<file path="src/rtl/sfx_buzzer.sv">
// rtl/sfx_buzzer.sv - prioritised multi-event square-wave buzzer sound-effect generator
module sfx_buzzer #(
    parameter int                    N_EV       = 4,
    parameter int                    TICK_DIV   = 50000,
    parameter int                    HP_W       = 16,
    parameter int                    DUR_W      = 10,
    parameter logic [N_EV*HP_W-1:0]  TONE_HP    = {16'd12500, 16'd20000, 16'd25000, 16'd50000},
    parameter logic [N_EV*DUR_W-1:0] TONE_DUR   = {10'd200, 10'd30, 10'd50, 10'd500},
    parameter logic                  IDLE_LEVEL = 1'b1,
    localparam int                   CW         = (N_EV > 1) ? $clog2(N_EV) : 1
) (
    input  logic            clk,
    input  logic            rst_n,
    input  logic [N_EV-1:0] ev_pulse,
    input  logic            mute,
    output logic            buzz_out,
    output logic            busy,
    output logic [CW-1:0]   active_ch
);

    localparam int PW = (TICK_DIV > 1) ? $clog2(TICK_DIV) : 1;

    typedef enum logic [1:0] {S_IDLE, S_PLAY, S_GAP} state_t;

    state_t            state, st_n;
    logic [CW-1:0]     cur_ch, ch_n;
    logic [HP_W-1:0]   hp_cnt, hp_n;
    logic [PW-1:0]     pre_cnt, pre_n;
    logic [DUR_W-1:0]  dur_cnt, dur_n;
    logic              tone, tone_n;
    logic              pend_v, pv_n;
    logic [CW-1:0]     pend_ch, pc_n;
    logic              buzz_q, buzz_n;

    logic [HP_W-1:0]   hp_tab  [N_EV];
    logic [DUR_W-1:0]  dur_tab [N_EV];
    logic [N_EV-1:0]   ch_en;

    for (genvar g = 0; g < N_EV; g++) begin : g_tab
        assign hp_tab[g]  = TONE_HP[g*HP_W +: HP_W];
        assign dur_tab[g] = TONE_DUR[g*DUR_W +: DUR_W];
        assign ch_en[g]   = (TONE_DUR[g*DUR_W +: DUR_W] != '0);
    end

    // Best and second-best qualified strobes; zero-duration channels never count.
    logic          has_win, has_sec;
    logic [CW-1:0] win, sec;

    always_comb begin
        has_win = 1'b0;
        has_sec = 1'b0;
        win     = '0;
        sec     = '0;
        for (int i = 0; i < N_EV; i++) begin
            if (ev_pulse[i] && ch_en[i]) begin
                if (!has_win) begin
                    has_win = 1'b1;
                    win     = CW'(i);
                end else if (!has_sec) begin
                    has_sec = 1'b1;
                    sec     = CW'(i);
                end
            end
        end
    end

    logic          fresh, cand_v, tick;
    logic [CW-1:0] fresh_ch, cand;

    always_comb begin
        st_n     = state;
        ch_n     = cur_ch;
        hp_n     = hp_cnt;
        pre_n    = pre_cnt;
        dur_n    = dur_cnt;
        tone_n   = tone;
        pv_n     = pend_v;
        pc_n     = pend_ch;
        fresh    = 1'b0;
        fresh_ch = cur_ch;
        cand_v   = 1'b0;
        cand     = '0;
        tick     = 1'b0;

        // GAP always ends in a fresh start of the queued channel unless an event overrides it.
        if (state == S_GAP) begin
            fresh = 1'b1;
        end

        if (state == S_IDLE) begin
            fresh    = has_win;
            fresh_ch = win;
            cand_v   = has_sec;
            cand     = sec;
        end else if (has_win) begin
            if (win <= cur_ch) begin
                fresh    = 1'b1;
                fresh_ch = win;
                cand_v   = has_sec;
                cand     = sec;
            end else begin
                cand_v   = 1'b1;
                cand     = win;
            end
        end

        if (cand_v && (!pend_v || cand < pend_ch)) begin
            pv_n = 1'b1;
            pc_n = cand;
        end

        if (state == S_PLAY && !fresh) begin
            if (hp_cnt == '0) begin
                tone_n = ~tone;
                hp_n   = hp_tab[cur_ch] - HP_W'(1);
            end else begin
                hp_n   = hp_cnt - HP_W'(1);
            end
            tick  = (pre_cnt == '0);
            pre_n = tick ? PW'(TICK_DIV - 1) : pre_cnt - PW'(1);
            if (tick) begin
                dur_n = dur_cnt - DUR_W'(1);
                if (dur_cnt == DUR_W'(1)) begin
                    if (pv_n) begin
                        st_n = S_GAP;
                        ch_n = pc_n;
                        pv_n = 1'b0;
                    end else begin
                        st_n = S_IDLE;
                        ch_n = '0;
                    end
                end
            end
        end

        if (fresh) begin
            st_n   = S_PLAY;
            ch_n   = fresh_ch;
            hp_n   = hp_tab[fresh_ch] - HP_W'(1);
            pre_n  = PW'(TICK_DIV - 1);
            dur_n  = dur_tab[fresh_ch];
            tone_n = 1'b1;
        end

        buzz_n = (st_n == S_PLAY && tone_n && !mute) ? ~IDLE_LEVEL : IDLE_LEVEL;
    end

    always_ff @(posedge clk or negedge rst_n) begin
        if (!rst_n) begin
            state   <= S_IDLE;
            cur_ch  <= '0;
            hp_cnt  <= '0;
            pre_cnt <= '0;
            dur_cnt <= '0;
            tone    <= 1'b0;
            pend_v  <= 1'b0;
            pend_ch <= '0;
            buzz_q  <= IDLE_LEVEL;
        end else begin
            state   <= st_n;
            cur_ch  <= ch_n;
            hp_cnt  <= hp_n;
            pre_cnt <= pre_n;
            dur_cnt <= dur_n;
            tone    <= tone_n;
            pend_v  <= pv_n;
            pend_ch <= pc_n;
            buzz_q  <= buzz_n;
        end
    end

    assign buzz_out  = buzz_q;
    assign busy      = (state != S_IDLE);
    assign active_ch = cur_ch;

endmodule

</file>
<file path="config.mk">
export PLATFORM = sky130hd
export DESIGN_NAME = sfx_buzzer
export DESIGN_NICKNAME = d
export VERILOG_FILES = /design/src/rtl/sfx_buzzer.sv
export SDC_FILE = /design/constraint.sdc
export NUM_CORES = 1
export LEC_CHECK = 0
export BUFFER_PORTS_ARGS = -buffer_cell sky130_fd_sc_hd__buf_2
export CAP_MARGIN = 20
export CORE_ASPECT_RATIO = 0.5
export CORE_UTILIZATION = 65
export CTS_CLUSTER_SIZE = 28
export DETAILED_ROUTE_END_ITERATION = 6
export GPL_TIMING_DRIVEN = 0
export PLACE_DENSITY_LB_ADDON = 0.2
export REMOVE_ABC_BUFFERS = 1
export SLEW_MARGIN = 30
export SYNTH_ARGS = -nofsm -noshare
export SYNTH_HDL_FRONTEND = slang
export SYNTH_SLANG_ARGS = --single-unit
</file>
<file path="constraint.sdc">
create_clock -name clk -period 5.2 [get_ports clk]
set_clock_uncertainty 0.15 [all_clocks]
set_input_delay 0.52 -clock clk [delete_from_list [all_inputs] [get_ports clk]]
set_output_delay 0.52 -clock clk [all_outputs]
set_load 0.01 [all_outputs]
</file>
==> results.py <==
metrics = {
    "cts": {
        "htreeDepth": 2,
        "root_buffer": "clkbuf_8",
        "insertion_delay_ps": 320,
        "cts_tree": "built",
        "clockBufferDepth": 2,
        "cts.sinks": 51,
        "cts_buffers": 5,
        "clkTransAtPathRegs_ps": 110,
        "ctsResizeCount": 0,
        "hold_buffers": 0,
        "cts_post_setup_buffers_inserted": 0,
    },
    "grt": {
        "gr-total-overflow": 0,
        "antenna_found_initial": 0,
        "grt_max_degree": 52,
        "grt_usage": 0.3202,
        "grt_pass1_wl_mm": 13.08,
        "grt_pass1_vias": 2870,
    },
    "sta": {
        "worstMarginPinSlew_ps": 779.6,
        "slew_headroom": 0.4779,
        "period_share": 0.7088,
        "max_freq_ghz": 0.2713,
        "worst_slack_ps": 1514,
        "drv_slew": 0,
        "timing.hold.ws_ps": 66.85,
        "period_needed_ps": 3686,
        "final-setup-viol-count": 0,
        "rsz0062_at_grt": "false",
        "setup_tns_ps": 0,
        "final-hold-violation-count": 0,
    },
    "setup_path": {
        "critPathMaxFanout": 7,
        "arrival_ps": 3740,
        "start_kind": "primary input",
        "required_ps": 5250,
        "r2r-end": "active_ch[1]",
        "critPathKind": "in -> reg",
        "crit_buf_inv": 2,
        "r2r_slack_ps": 2010,
        "cp_cell_sequence": "buf_2, inv_1, ha_1, nand2_1, mux2i_1, ha_1, nand2_1, o21a_1, o211ai_1, o31a_1, ha_1, o21ai_0, and2_1, a41oi_1, mux2i_1, o41ai_1",
        "worstRegToRegCells": 12,
        "critPathTopFamily": "compound AO/OA/AOI/OAI gates",
        "endpoint_kind": "flop",
        "cpMaxStageDelayCell": "mux2i_1",
        "crit_top_cell": "ha_1",
        "startpoint": "ev_pulse[0]",
        "slowest_delay_ps": 450,
        "cp.depth": 16,
        "rr_startpoint": "active_ch[1]",
    },
    "logic_synthesis": {
        "netlist_instances": 381,
        "postSynthRegisterBits": 51,
        "synth_edf_count": 0,
        "async_flop_share": 1.000,
        "synthFlopType": "dfrtp_1",
        "ys_types": 60,
        "yosysWarnings": 0,
        "avgSynthCellArea_um2": 8.772,
        "netlist_area_mm2": 0.003342,
        "seq_area_frac_synth": 0.3823,
    },
    "drt": {
        "avgRoutedWirePerCell_um": 17.53,
        "avgViaCountPerCell": 6.478,
        "drt_first_pass_iters": 7,
        "first_iter_violations": 210,
        "ant_nets": 0,
        "drc_errors": 0,
        "routed_wl_mm": 8.031,
        "vias": 2967,
    },
    "die": {
        "start_util": 0.6776,
        "rows": 18,
        "die_area_mm2": 0.005449,
        "core-area_mm2": 0.004932,
        "die_height_um": 52.70,
        "pin_count": 11,
        "die_w_um": 103.4,
    },
    "min_path": {
        "hp-class": "in -> async",
    },
    "finish": {
        "area_growth_pct": 6.776,
        "layout-drive-gt1-share": 0.07732,
        "postLayoutCoreUtil": 0.7235,
        "multiInputGateArea_mm2": 0.001953,
        "final-seq-area_mm2": 0.001277,
        "antenna_cells": 0,
        "nNetsFinal": 414,
        "fillCellCount": 384,
    },
    "power": {
        "peakVddDrop_v": 0.0002553,
        "fin_total_pwr_w": 0.001654,
        "static-leakage-power_nw": 1.484,
        "power.density_mw_per_mm2": 463.6,
    },
    "status": {
        "status": "completed",
    },
    "place": {
        "dp_hpwl_mm": 5.853,
        "io_buffers": 10,
        "place_congestion": 0.8734,
        "pre_cts_ws_ps": 1195,
    },
    "run": {
        "maxCapViolCount": 0,
    },
}
layer usage:
layer / vias up / global-route usage / share of wire
met2: 123 / 0.5508 / 0.49
met1: 1436 / 0.4101 / 0.44
met4: 0 / 0.1080 / 0.0066
met5: - / 0 / 0
li1: 1398 / - / -
met3: 10 / 0.05867 / 0.067
stage by stage:
stage	cells	instance area, um^2
6_report	458	3568
4_1_cts	458	3568
5_1_grt	458	3568
2_1_floorplan	370	3299
3_5_place_dp	450	3453
3_3_place_gp	450	3437
flip-flops by register name (all words and copies together), names as in the netlist:
register	flops
hp_cnt	16
pre_cnt	16
dur_cnt	10
active_ch	2
pend_ch	2
state	2
buzz_out	1
pend_v	1
tone	1
cells in the final DEF, fill, tap and decap left out, types with 4 or more instances in the layout:
master     n
a21oi_1   31
a21o_1     5
o21ai_0   15
a31oi_1    6
clkbuf_8   5
o211ai_1   5
nor3_1    18
nand4_1    4
o22ai_1    5
buf_2      9
dfrtp_1   50
xnor2_1   12
and3_1     5
nand2_1   32
ha_1      20
nand3_1    6
mux2i_1    4
xor2_1    15
nor4_1    10
inv_1     22
and2_1     7
nor2_1    37
nand2b_1   5
synth_stat cells (all sizes together), types with 2 or more instances:
| library cell | instances | area, um^2 |
|---|---|---|
| a21oi | 32 | 160.2 |
| o22ai | 5 | 31.28 |
| o41ai | 3 | 26.28 |
| a41oi | 2 | 17.52 |
| nand3 | 6 | 30.03 |
| xnor2 | 12 | 105.1 |
| nor3 | 18 | 90.09 |
| xor2 | 15 | 131.4 |
| ha | 20 | 250.2 |
| dfrtp | 50 | 1251 |
| a21o | 5 | 37.54 |
| o31ai | 2 | 15.01 |
| nor3b | 3 | 22.52 |
| nand2 | 32 | 120.1 |
| inv | 22 | 82.58 |
| or3 | 4 | 26.28 |
| o21ai | 15 | 75.07 |
| a2111oi | 2 | 23.77 |
| a211o | 3 | 26.28 |
| nor2 | 38 | 145.1 |
| a31oi | 6 | 37.54 |
| clkbuf | 9 | 33.78 |
| a311oi | 3 | 26.28 |
| nand4 | 4 | 25.02 |
| nor2b | 4 | 25.02 |
| mux2i | 4 | 40.04 |
| a211oi | 3 | 22.52 |
| and2 | 7 | 43.79 |
| nor4 | 10 | 62.56 |
| or4 | 3 | 26.27 |
| and3 | 5 | 31.28 |
| and4 | 3 | 27.53 |
| nand2b | 5 | 31.28 |
| buf | 2 | 8.750 |
| o211ai | 5 | 37.54 |
how the worst max path moves through the flow:
stage	to	slack, ps
finish	active_ch[1]	1510
global route	active_ch[1]	1260
CTS	active_ch[1]	1540
detailed placement	active_ch[1]	1190
global placement	pre_cnt[9]	1250
floorplan	active_ch[1]	1930
power by group:
part	leakage, nW	switching [W]	internal [W]
logic	0.853	0.000448	0.000273
registers	0.576	0.000136	0.000506
clock network	0.0548	0.000145	0.000145
final cells by class:
cell class,instances,area share
tap,70,0.02454
sequential,51,0.3580
timing repair buffer,10,0.01473
clock inverter,3,0.01297
clock buffer,5,0.01928
multi-input combinational,297,0.5473
inverter,22,0.02314
kinds of logic (layout without fill, tap and decap cells):
family                     after synthesis  in the layout  synth area share
buffers and inverters                   33             40           0.03744
xor gates and xnor gates                27             27           0.07076
adders and majority gates               20             20           0.07488
and+or+nand+nor                        149            149            0.2318
DFF                                     51             51            0.3823
muxes                                    5              5           0.01535
AOI/OAI and AO/OA                       96             96            0.1876
(Power assumes the default switching activity.)
